$ cat config.mk
export PLATFORM = sky130hd
export DESIGN_NAME = mem_wb_stage
export DESIGN_NICKNAME = d
export VERILOG_FILES = /design/src/rtl/mem_wb_stage.sv
export SDC_FILE = /design/constraint.sdc
export NUM_CORES = 1
export LEC_CHECK = 0
export BUFFER_PORTS_ARGS = -buffer_cell sky130_fd_sc_hd__buf_2
export CAP_MARGIN = 20
export CORE_ASPECT_RATIO = 0.75
export CORE_MARGIN = 3
export CORE_UTILIZATION = 44
export DETAILED_ROUTE_END_ITERATION = 10
export PLACE_DENSITY = 0.73
export SYNTH_ARGS = -nofsm -noshare
export SYNTH_HDL_FRONTEND = slang
export SYNTH_SLANG_ARGS = --single-unit
$ cat constraint.sdc
create_clock -name clk -period 2.8 [get_ports clk]
set_input_delay 0.56 -clock clk [delete_from_list [all_inputs] [get_ports clk]]
set_output_delay 0.56 -clock clk [all_outputs]
set_load 0.01 [all_outputs]
$ cat src/rtl/mem_wb_stage.sv
// MEM/WB pipeline register and writeback formatter.
// Selects ALU, aligned load or link data and counts retired instructions.
module mem_wb_stage #(
   parameter logic [31:0] RESET_PC = 32'h0000_3000
) (
   input  logic        clk,
   input  logic        rst,
   input  logic        Stall,
   input  logic        Flush,
   input  logic        MemValid,
   input  logic        MemRegWrite,
   input  logic [4:0]  MemWriteRegAddr,
   input  logic [1:0]  MemToReg,
   input  logic [2:0]  MemLoadType,
   input  logic [31:0] MemAluResult,
   input  logic [31:0] MemReadData,
   input  logic [31:0] MemPC,
   output logic        RegWrite,
   output logic [4:0]  WriteRegAddr,
   output logic [31:0] WriteRegData,
   output logic        WbValid,
   output logic [31:0] WbPC,
   output logic        AlignErr,
   output logic [31:0] RetireCount
);

   localparam logic [2:0] LdLb  = 3'd1;
   localparam logic [2:0] LdLbu = 3'd2;
   localparam logic [2:0] LdLh  = 3'd3;
   localparam logic [2:0] LdLhu = 3'd4;

   logic [1:0]  byteAddr;
   logic [7:0]  loadByte;
   logic [15:0] loadHalf;
   logic [31:0] loadData;
   logic [31:0] nextData;
   logic        misaligned;
   logic        nextRegWrite;

   always_comb begin
      byteAddr = MemAluResult[1:0];
      loadByte = MemReadData[7:0];
      unique case (byteAddr)
         2'd0: loadByte = MemReadData[7:0];
         2'd1: loadByte = MemReadData[15:8];
         2'd2: loadByte = MemReadData[23:16];
         2'd3: loadByte = MemReadData[31:24];
      endcase
      loadHalf = byteAddr[1] ? MemReadData[31:16] : MemReadData[15:0];
      loadData   = MemReadData;
      misaligned = 1'b0;
      case (MemLoadType)
         LdLb:    loadData = {{24{loadByte[7]}}, loadByte};
         LdLbu:   loadData = {24'd0, loadByte};
         LdLh: begin
            loadData   = {{16{loadHalf[15]}}, loadHalf};
            misaligned = byteAddr[0];
         end
         LdLhu: begin
            loadData   = {16'd0, loadHalf};
            misaligned = byteAddr[0];
         end
         default: misaligned = (byteAddr != 2'd0);
      endcase
      // alignment only matters when the load result is actually used
      if (MemToReg != 2'd1) misaligned = 1'b0;
      case (MemToReg)
         2'd1:    nextData = loadData;
         2'd2:    nextData = MemPC + 32'd8;
         default: nextData = MemAluResult;
      endcase
      nextRegWrite = MemValid && MemRegWrite &&
                     (MemWriteRegAddr != 5'd0) && !misaligned;
   end

   always_ff @(posedge clk) begin
      if (rst) begin
         RegWrite     <= 1'b0;
         WriteRegAddr <= 5'd0;
         WriteRegData <= 32'd0;
         WbValid      <= 1'b0;
         WbPC         <= RESET_PC;
         AlignErr     <= 1'b0;
         RetireCount  <= 32'd0;
      end else if (Flush) begin
         RegWrite     <= 1'b0;
         WriteRegAddr <= 5'd0;
         WriteRegData <= 32'd0;
         WbValid      <= 1'b0;
         WbPC         <= RESET_PC;
         AlignErr     <= 1'b0;
      end else if (Stall) begin
         AlignErr <= 1'b0;
      end else begin
         RegWrite     <= nextRegWrite;
         WriteRegAddr <= nextRegWrite ? MemWriteRegAddr : 5'd0;
         WriteRegData <= MemValid ? nextData : 32'd0;
         WbValid      <= MemValid;
         WbPC         <= MemValid ? MemPC : RESET_PC;
         AlignErr     <= MemValid && (MemToReg == 2'd1) && misaligned;
         if (MemValid) RetireCount <= RetireCount + 32'd1;
      end
   end

endmodule
==> metrics.cfg, run 1 <==
[timing]
finalClockSkew_ps = 6.060
timing.final.crit_share = 0.7996
worst_slew_pin_slew_ps = 658.8
setup_viol = 0
period_needed_ps = 2239
fin_setup_tns_ps = 0
rsz0062_at_grt = no
max_slew_margin = 0.5589
max_freq_mhz = 446.7
hold_viol = 0
drv_slew = 0

[synth]
yosysMostFrequentCell = dfxtp_1
syn-num-nets = 781
synthDistinctLibCells = 60
ys.flop_type = dfxtp_1
yosysSeqAreaShare = 0.3765
synth_common_cells = 104 x dfxtp_1, 63 x nand2_1, 62 x o21ai_0, 50 x nor2_1
synth_top_area_cell = dfxtp_1
netlist_area_sq_um = 5530
synth_warnings = 0
synth_top_area_frac = 0.3765
synth_edf_count = 0
synth-async-reset-ratio = 0
syn_inst = 665
avgSynthCellArea_sq_um = 8.316
ys_ff_latch = 104
ys_top_cells_by_area = dfxtp_1 38%, o21ai_0 5.6%, a22o_1 5.2%, nand2_1 4.3%, xor2_1 4.3%

[clock_network]
clkSlewWorstSetupHoldPaths_ps = 80
clk_latency_ps = 340
cts_root_buf = clkbuf_16
cts_buffer_depth = 2
cts_resized = 0
cts_setup_buffers = 0
htree_levels = 3
hold_buffers = 0
cts_buffers = 9
tritoncts = done
cts_num_sinks = 104

[critical_path]
start_kind = primary input
cpPeakStageDelay_ps = 500
cp_cell_sequence = buf_2, mux4_2, or3_1, and4_1, o21a_1, a211oi_1, o21ai_0
worst-setup-path-type = primary input to register
slowest_stage = mux4_2
end_kind = register
crit_fanout = 15
cp.required_ps = 3040
critPathArrivalTime_ps = 2470

[global_route]
first_global_vias = 5250
gr-usage-all-layers = 0.2659
grt_remaining_overflow = 0
grt_max_degree = 30
grt_pass1_wl_um = 29210
antenna_found_initial = 0

[pwr]
power_leakage_uw = 0.003063
peakVddDrop_v = 0.0003791
powerDensity_nw_per_um2 = 460.5

[finish]
drive_gt1_frac = 0.3099
synthToLayoutAreaGrowth_pct = 27.04
nNetsFinal = 980
fin_area_sq_um = 7025
insertedDiodeCount = 0

[route]
drcViolationCount = 0
routed_wl_um = 19200
ant_nets = 0
drt_iter0_drc = 552
via_per_inst = 5.726
drt_pass1_iterations = 6
wl_per_cell_um = 18.64
num_vias = 5898

[floorplanning]
ios = 216
rows = 34
start_util = 0.4643
die_x_um = 135.5
dieArea_sq_um = 13960
fp.dieH_um = 103.1
coreArea_sq_um = 11910

[hold_path]
hold_path.class = primary input to register

[outcome]
outcome = complete, no violations

[placement]
placedInstanceArea_sq_um = 6750
place_hpwl_um = 14980
port-buffer-count = 215
place.gp.congestion = 0.9768

[flow_run]
cap_violations = 0

[cells in the final DEF, fill, tap and decap left out, types with 12 or more instances in the layout]
| cell | netlist | final |
|---|---|---|
| buf_2 | 3 | 215 |
| a21oi_1 | 29 | 29 |
| inv_1 | 16 | 16 |
| buf_4 | 0 | 17 |
| xor2_1 | 27 | 27 |
| a22o_1 | 33 | 33 |
| a211oi_1 | 12 | 12 |
| xnor2_1 | 26 | 26 |
| nor2_1 | 50 | 50 |
| nand2_1 | 63 | 63 |
| nand4_1 | 21 | 21 |
| o21ai_0 | 62 | 62 |
| dfxtp_1 | 104 | 104 |
| nand3_1 | 27 | 27 |
[final timing paths]
check                                startpoint                             to  slack, ps  cells after the start
hold reg to reg   WriteRegData[28]$_SDFFE_PP0N_  WriteRegData[28]$_SDFFE_PP0N_        450                      2
setup / recovery                MemAluResult[1]  WriteRegData[26]$_SDFFE_PP0N_        560                      7
setup reg to reg    RetireCount[9]$_SDFFE_PP0P_   RetireCount[29]$_SDFFE_PP0P_        710                      5
hold / removal               MemWriteRegAddr[2]   WriteRegAddr[2]$_SDFFE_PP0N_        430                      2
[metal layers]
metal	track usage	up-vias	share of wire	wire length (um)
met5	0	-	0	0
met4	0.06352	0	0.017	329
met3	0.06634	25	0.090	1725
met2	0.3823	270	0.42	8048
met1	0.3981	2757	0.47	9092
li1	-	2846	-	-
[critical path, delay by kind of cell]
kind / cells / cell delay, ps
multiplexers: 1 / 500
AND/OR/NAND/NOR: 2 / 760
buffers and inverters: 1 / 100
AO/OA/AOI/OAI: 3 / 540
[registers in the layout, summed over array words and instances, names as in the netlist]
name,flops
WriteRegAddr,5
WbValid,1
RetireCount,32
RegWrite,1
AlignErr,1
WbPC,32
WriteRegData,32
[where the power goes]
group          leakage, uW  internal, uW  switching [uW]
Clock             0.000134           612             587
Combinational      0.00209           203             318
Sequential        0.000841          1500            14.0
[cell families (layout without fill, tap and decap cells)]
group / after synthesis / in the layout / share of synthesized area
and+or+nand+nor: 226 / 226 / 0.2043
adders and majority gates: 4 / 4 / 0.009050
buffers and inverters: 60 / 263 / 0.04615
muxes: 10 / 10 / 0.02127
DFF: 104 / 104 / 0.3765
AOI/OAI and AO/OA: 208 / 208 / 0.2588
xor gates and xnor gates: 53 / 53 / 0.08394
[metrics by stage]
step / hold WS [ps] / power (uW) / setup WS, ps / utilization / cells
3_5_place_dp: 441.3 / 2057 / 219.5 / 0.5667 / 1015
2_1_floorplan: 466.6 / 1829 / 455.3 / - / 665
6_report: 433.7 / 3235 / 561.2 / 0.5898 / 1030
3_3_place_gp: 431.4 / 2056 / 248.7 / 0.5667 / 1015
4_1_cts: 423.9 / 3244 / 574.0 / 0.5898 / 1030
5_1_grt: 427.5 / 3357 / 461.9 / 0.5898 / 1030
[cell type report]
type / instances / area, sq um
repair buffers: 232 / 1204
flip-flops and latches: 104 / 2082
multi-input cells: 501 / 3202
clock inverters: 6 / 50.05
fillers: 1150 / 4886
well taps: 162 / 202.7
inverters: 16 / 60.06
clock buffers: 9 / 225.2
Note: power is estimated with default switching activity, not from simulation.
==> run 2: changes to the inputs <==
--- a/config.mk
+++ b/config.mk
@@ -5,13 +5,14 @@
 export SDC_FILE = /design/constraint.sdc
 export NUM_CORES = 1
 export LEC_CHECK = 0
+export ABC_AREA = 1
 export BUFFER_PORTS_ARGS = -buffer_cell sky130_fd_sc_hd__buf_2
 export CAP_MARGIN = 20
 export CORE_ASPECT_RATIO = 0.75
 export CORE_MARGIN = 3
 export CORE_UTILIZATION = 44
 export DETAILED_ROUTE_END_ITERATION = 10
-export PLACE_DENSITY = 0.73
+export PLACE_DENSITY = 0.74
 export SYNTH_ARGS = -nofsm -noshare
 export SYNTH_HDL_FRONTEND = slang
 export SYNTH_SLANG_ARGS = --single-unit
==> constraint.sdc (replaced) <==
create_clock -name clk -period 2 [get_ports clk]
set_input_delay 0.4 -clock clk [delete_from_list [all_inputs] [get_ports clk]]
set_output_delay 0.4 -clock clk [all_outputs]
set_load 0.01 [all_outputs]
==> run 2 against run 1 <==
Net effect: clock-buffer cell count stayed put; cell count is 53% higher; register-to-register slack worse by 530 ps; largest cell class unchanged; synthesized cell count is 73% higher; critical path depth is 1 higher; critical endpoint is now RetireCount[22]$_SDFFE_PP0P_; sequential power is 40% higher; via count is 41% higher; worst hold slack worse by 160 ps.
==> metrics.cfg, run 2 <==
[synth]
syn-num-nets = 1266
synth_edf_count = 0
synthDistinctLibCells = 36
synth_warnings = 0
synth_top_area_cell = dfxtp_1
syn_inst = 1150
ys_top_cells_by_area = dfxtp_1 31%, nand2_1 24%, nor2_1 9.8%, nand3_1 8.3%, inv_1 5.7%
synth-async-reset-ratio = 0
yosysMostFrequentCell = nand2_1
avgSynthCellArea_sq_um = 5.799
synth_common_cells = 421 x nand2_1, 175 x nor2_1, 111 x nand3_1, 104 x dfxtp_1, 102 x inv_1
netlist_area_sq_um = 6669
yosysSeqAreaShare = 0.3122
ys_ff_latch = 104
synth_top_area_frac = 0.3122
ys.flop_type = dfxtp_1

[finish]
mostFrequentLayoutCells = 421 x nand2_1, 215 x buf_2, 174 x nor2_1
nNetsFinal = 1482
reg.largest.list = RetireCount x32, WbPC x32, WriteRegData x32
layout_commonest_cell = nand2_1
instances_no_fill = 1572
synthToLayoutAreaGrowth_pct = 26.00
drive_gt1_frac = 0.2137

[placement]
place.gp.congestion = 1.002
port-buffer-count = 215
dp_cells = 1555
place_hpwl_um = 21060

[clock_network]
htree_levels = 3
clk_latency_ps = 370
hold_buffers = 0
tritoncts = done
cts_root_buf = clkbuf_16
cts_num_sinks = 104
cts_buffers = 9
clkSlewWorstSetupHoldPaths_ps = 90
cts_buffer_depth = 2
cts_resized = 0
cts_setup_buffers = 0

[critical_path]
worst-setup-path-type = register to register
cp.required_ps = 2300
worst_r2r_endpoint = RetireCount[22]$_SDFFE_PP0P_
r2r-start = RetireCount[10]$_SDFFE_PP0P_
r2r_cells = 8
ff2ff_setup_slack_ps = 180
crit_fanout = 4
end_kind = register
critPathArrivalTime_ps = 2110
start_kind = register

[route]
drcViolationCount = 0
via_per_inst = 5.272
wl_met1_um = 12730
wl_met3_um = 2877
drt_pass1_iterations = 7
ant_nets = 0
num_vias = 8287
top_layer_used = met5
dr_wl_met2_um = 10200
wl_per_cell_um = 16.62
drt_iter0_drc = 969
routed_wl_um = 26130

[floorplanning]
rows = 38
start_util = 0.4554
die_x_um = 148.2
ios = 216
dieArea_sq_um = 16690
fp.dieH_um = 112.6
coreArea_sq_um = 14640

[hold_path]
min_path_cells = 2
min_from = MemPC[2]
holdPathEnd = WbPC[2]$_SDFFE_PP0N_
hold_path.class = primary input to register

[timing]
max_slew_margin = 0.6080
hold_viol = 0
period_needed_ps = 1817
rsz0062_at_grt = no
finalClockSkew_ps = 7.080
worst_slew_pin_slew_ps = 583.4
drv_slew = 0
setup_viol = 0
fin_setup_tns_ps = 0
max_freq_mhz = 550.4
timing.final.crit_share = 0.9084

[pwr]
p_sw_uw = 1581
power_leakage_uw = 0.004191
seqPwrFrac = 0.433
pwr-share-comb = 0.184
powerDensity_nw_per_um2 = 583.6
p_int_uw = 3324
swShare = 0.3223
clockPowerShare = 0.383
peakVddDrop_v = 0.0004282

[global_route]
grt_remaining_overflow = 0
first_global_vias = 7478
grt_pass1_wl_um = 40740
gr-usage-all-layers = 0.3093
grt_max_degree = 40
antenna_found_initial = 2

[outcome]
outcome = complete, no violations

[flow_run]
cap_violations = 0

-- run 2: changes by cell type in the layout (fill, tap and decap cells not counted), sizes merged, moves of 16 or more --
| cell | previous run | this run |
|---|---|---|
| a22o | 33 | 8 |
| nor2 | 50 | 182 |
| nand3 | 27 | 116 |
| xnor2 | 26 | 0 |
| inv | 19 | 111 |
| xor2 | 27 | 2 |
| nand4 | 21 | 5 |
| nand2 | 63 | 425 |
-- run 2: per-layer routing --
metal	GRT usage	up-vias
met5	0	-
met4	0.06154	2
met3	0.06013	24
met2	0.4354	445
met1	0.4859	3735
li1	-	4081
-- run 2: final cells by class --
| cell class | instances | area (sq um) |
|---|---|---|
| Antenna cell | 1 | 2.502 |
| Clock inverter | 7 | 93.84 |
| Timing Repair Buffer | 246 | 1359 |
| Tap cell | 200 | 250.2 |
| Multi-Input combinational cell | 897 | 3978 |
| Fill cell | 1585 | 6241 |
| Inverter | 108 | 412.9 |
| Sequential cell | 104 | 2082 |
| Clock buffer | 9 | 225.2 |
-- run 2: worst max path at each step --
| stage | startpoint | end | slack, ps | cells after the start |
|---|---|---|---|---|
| after floorplan | MemToReg[0] | WriteRegData[12]$_SDFFE_PP0N_ | 280 | 9 |
| after global placement | MemLoadType[2] | WriteRegData[20]$_SDFFE_PP0N_ | 130 | 11 |
| after detailed placement | MemLoadType[2] | WriteRegData[29]$_SDFFE_PP0N_ | 110 | 11 |
| after CTS | RetireCount[10]$_SDFFE_PP0P_ | RetireCount[22]$_SDFFE_PP0P_ | 300 | 8 |
| after global routing | RetireCount[10]$_SDFFE_PP0P_ | RetireCount[30]$_SDFFE_PP0P_ | 50 | 9 |
| final | RetireCount[10]$_SDFFE_PP0P_ | RetireCount[22]$_SDFFE_PP0P_ | 180 | 8 |
-- run 2: critical path, stage by stage (launching register included) --
cell and delay, ps:
dfxtp_1 400, inv_1 110, nor3_1 490, nand2_1 230, nor2_1 180, nand3_1 90, nand2_1 70, nand2_1 40
a21oi_1 140
-- run 2: metrics by stage --
step           hold slack (ps)  utilization  setup slack, ps  cell area (sq um)  power, uW
6_report                 271.1       0.5738            183.3               8403       4904
5_1_grt                  265.9       0.5738            51.24               8403       5100
3_5_place_dp             435.5       0.5519            109.1               8082       3055
2_1_floorplan            476.1            -            279.0               6669       2657
4_1_cts                  255.7       0.5737            296.4               8401       4910
3_3_place_gp             433.5       0.5519            132.6               8082       3057
-- run 2: cells by family (layout without fill, tap and decap cells) --
kind of cell | after synthesis | after routing | share of synthesized area
and+or+nand+nor | 757 | 757 | 0.4747
adders and majority gates | 4 | 4 | 0.007505
AOI/OAI and AO/OA | 134 | 134 | 0.1105
buffers and inverters | 149 | 370 | 0.09250
DFF | 104 | 104 | 0.3122
other | 0 | 1 | 0
xor gates and xnor gates | 2 | 2 | 0.002627
-- run 2: power groups by stage --
stage / clock network [uW] / logic [uW] / registers, uW
global placement: 0 / 884 / 2170
CTS: 1900 / 886 / 2130
floorplan: 0 / 472 / 2190
finish: 1880 / 902 / 2130
global route: 1980 / 992 / 2130
detailed placement: 0 / 882 / 2170
==> run 3: changes to the inputs <==
--- a/config.mk
+++ b/config.mk
@@ -5,14 +5,13 @@
 export SDC_FILE = /design/constraint.sdc
 export NUM_CORES = 1
 export LEC_CHECK = 0
-export ABC_AREA = 1
 export BUFFER_PORTS_ARGS = -buffer_cell sky130_fd_sc_hd__buf_2
 export CAP_MARGIN = 20
 export CORE_ASPECT_RATIO = 0.75
 export CORE_MARGIN = 3
 export CORE_UTILIZATION = 44
 export DETAILED_ROUTE_END_ITERATION = 10
-export PLACE_DENSITY = 0.74
+export PLACE_DENSITY = 0.76
 export SYNTH_ARGS = -nofsm -noshare
 export SYNTH_HDL_FRONTEND = slang
 export SYNTH_SLANG_ARGS = --single-unit
==> run 3 against run 2 <==
Net effect: core utilization is 7.3 points higher; global-route usage is 3.0 points lower; via count is 25% lower; clock-buffer cell count up 1; cell count fell by 29%; register-to-register slack worse by 80 ps; cell area fell by 8.4%; wire length shrank 22%; critical path depth is 1 lower; sequential cell count is the same.
==> metrics.cfg, run 3 (synthesized netlist as in run 1, its figures left out) <==
[outcome]
outcome = complete, no violations

[pwr]
peakVddDrop_v = 0.0004450
power.total_uw = 4720
powerDensity_nw_per_um2 = 613.0
power_leakage_uw = 0.003484

[timing]
finalClockSkew_ps = 5.063
period_needed_ps = 1925
max_slew_margin = 0.6541
setup_viol = 0
timing.final.crit_share = 0.9625
rsz0062_at_grt = no
max_freq_mhz = 519.5
setup_slack_ps = 75.04
worst_slew_pin_slew_ps = 516.5
hold_viol = 0
drv_slew = 0

[clock_network]
tritoncts = done
clkSlewWorstSetupHoldPaths_ps = 80
htree_levels = 3
clk_latency_ps = 350
cts_buffers = 9
cts_root_buf = clkbuf_16
cts_num_sinks = 104
cts_buffer_depth = 2

[hold_path]
holdPathEnd = WriteRegAddr[2]$_SDFFE_PP0N_
min_path_cells = 2
hold_path.class = primary input to register
min_from = MemWriteRegAddr[2]

[floorplanning]
ios = 216
coreArea_sq_um = 11910
fp.dieH_um = 103.1
rows = 34
dieArea_sq_um = 13960
start_util = 0.4643
die_x_um = 135.5

[global_route]
first_global_vias = 5637
gr-usage-all-layers = 0.2789
grt_max_degree = 31
grt_pass1_wl_um = 30440
grt_remaining_overflow = 0
antenna_found_initial = 0

[critical_path]
start_kind = primary input
worst_r2r_endpoint = RetireCount[21]$_SDFFE_PP0P_
crit_fanout = 10
r2r-start = RetireCount[8]$_SDFFE_PP0P_
critPathArrivalTime_ps = 2170
worst-setup-path-type = primary input to register
cp-startpoint = MemAluResult[1]
r2r_cells = 8
cp_cell_sequence = buf_2, mux4_2, or3_1, and4_2, buf_4, a221oi_2, o21ai_1
ff2ff_setup_slack_ps = 100
cp.required_ps = 2240
cpPeakStageDelay_ps = 500
slowest_stage = mux4_2
end_kind = register

[route]
via_per_inst = 5.590
wl_per_cell_um = 18.25
routed_wl_um = 20260
drt_iter0_drc = 611
drt_pass1_iterations = 5
drcViolationCount = 0
ant_nets = 0
num_vias = 6205

[finish]
fillerInstances = 1093
reg.largest.list = RetireCount x32, WbPC x32, WriteRegData x32
seqCellArea_sq_um = 2083
multi_input_comb_area_sq_um = 3209
mostFrequentLayoutCells = 215 x buf_2, 103 x dfxtp_1, 92 x buf_4
nNetsFinal = 1059
fin_area_sq_um = 7700
insertedDiodeCount = 0
layout_commonest_cell = buf_2
synthToLayoutAreaGrowth_pct = 39.23
drive_gt1_frac = 0.3713

[placement]
placedInstanceArea_sq_um = 7378
place_ws_ps = -332.6
place_hpwl_um = 16180
place.gp.congestion = 0.9709
port-buffer-count = 215

[flow_run]
cap_violations = 0

## run 3: metrics by stage
| step | utilization | setup TNS, ps | hold WS (ps) | instances |
|---|---|---|---|---|
| 3_5_place_dp | 0.6194 | -4774 | 433.8 | 1092 |
| 5_1_grt | 0.6464 | 0 | 274.3 | 1110 |
| 3_3_place_gp | 0.6194 | -4017 | 430.4 | 1092 |
| 4_1_cts | 0.6447 | 0 | 264.5 | 1108 |
| 2_1_floorplan | - | -1513 | 466.6 | 665 |
| 6_report | 0.6464 | 0 | 270.6 | 1110 |
## run 3: how the worst max path moves through the flow
stage                     cells past startpoint                            end
after floorplan                               8  WriteRegData[21]$_SDFFE_PP0N_
after global routing                          8   RetireCount[27]$_SDFFE_PP0P_
after detailed placement                      7  WriteRegData[21]$_SDFFE_PP0N_
final                                         7  WriteRegData[31]$_SDFFE_PP0N_
after global placement                        7  WriteRegData[21]$_SDFFE_PP0N_
after CTS                                     7  WriteRegData[21]$_SDFFE_PP0N_
## run 3: repair_timing
| action | CTS | global route |
|---|---|---|
| setup endpoints to repair | 1 | 8 |
| setup buffers | 0 | 2 |
| pin swaps | 0 | 2 |
| resized for setup | 1 | 3 |
| hold buffers | 0 | 0 |
| hold endpoints to repair | 0 | 0 |
## run 3: critical path: cells and delay by family
| kind | cells | cell delay (ps) |
|---|---|---|
| simple gates | 2 | 660 |
| buf+inv | 2 | 280 |
| compound gates | 2 | 330 |
| mux | 1 | 500 |
## run 3: metal layers
metal  up-vias  wire, um  track usage
met4         0       425      0.07978
met5         -         0            0
met2       322      8861       0.4255
met3        35      1995      0.06195
li1       2997         -            -
met1      2851      8976       0.3983
## run 3: area by class of cell
type	instances	area share
clock buffers	10	0.03104
inverters	16	0.007800
well taps	162	0.02632
clock inverters	6	0.007637
repair buffers	311	0.2398
multi-input cells	501	0.4168
flip-flops and latches	104	0.2706
## run 3: power breakdown
group	total, uW	internal [uW]	switching, uW	leakage (uW)
logic	840	373	467	0.00250
clock network	1760	906	852	0.000143
registers	2120	2100	19.9	0.000841
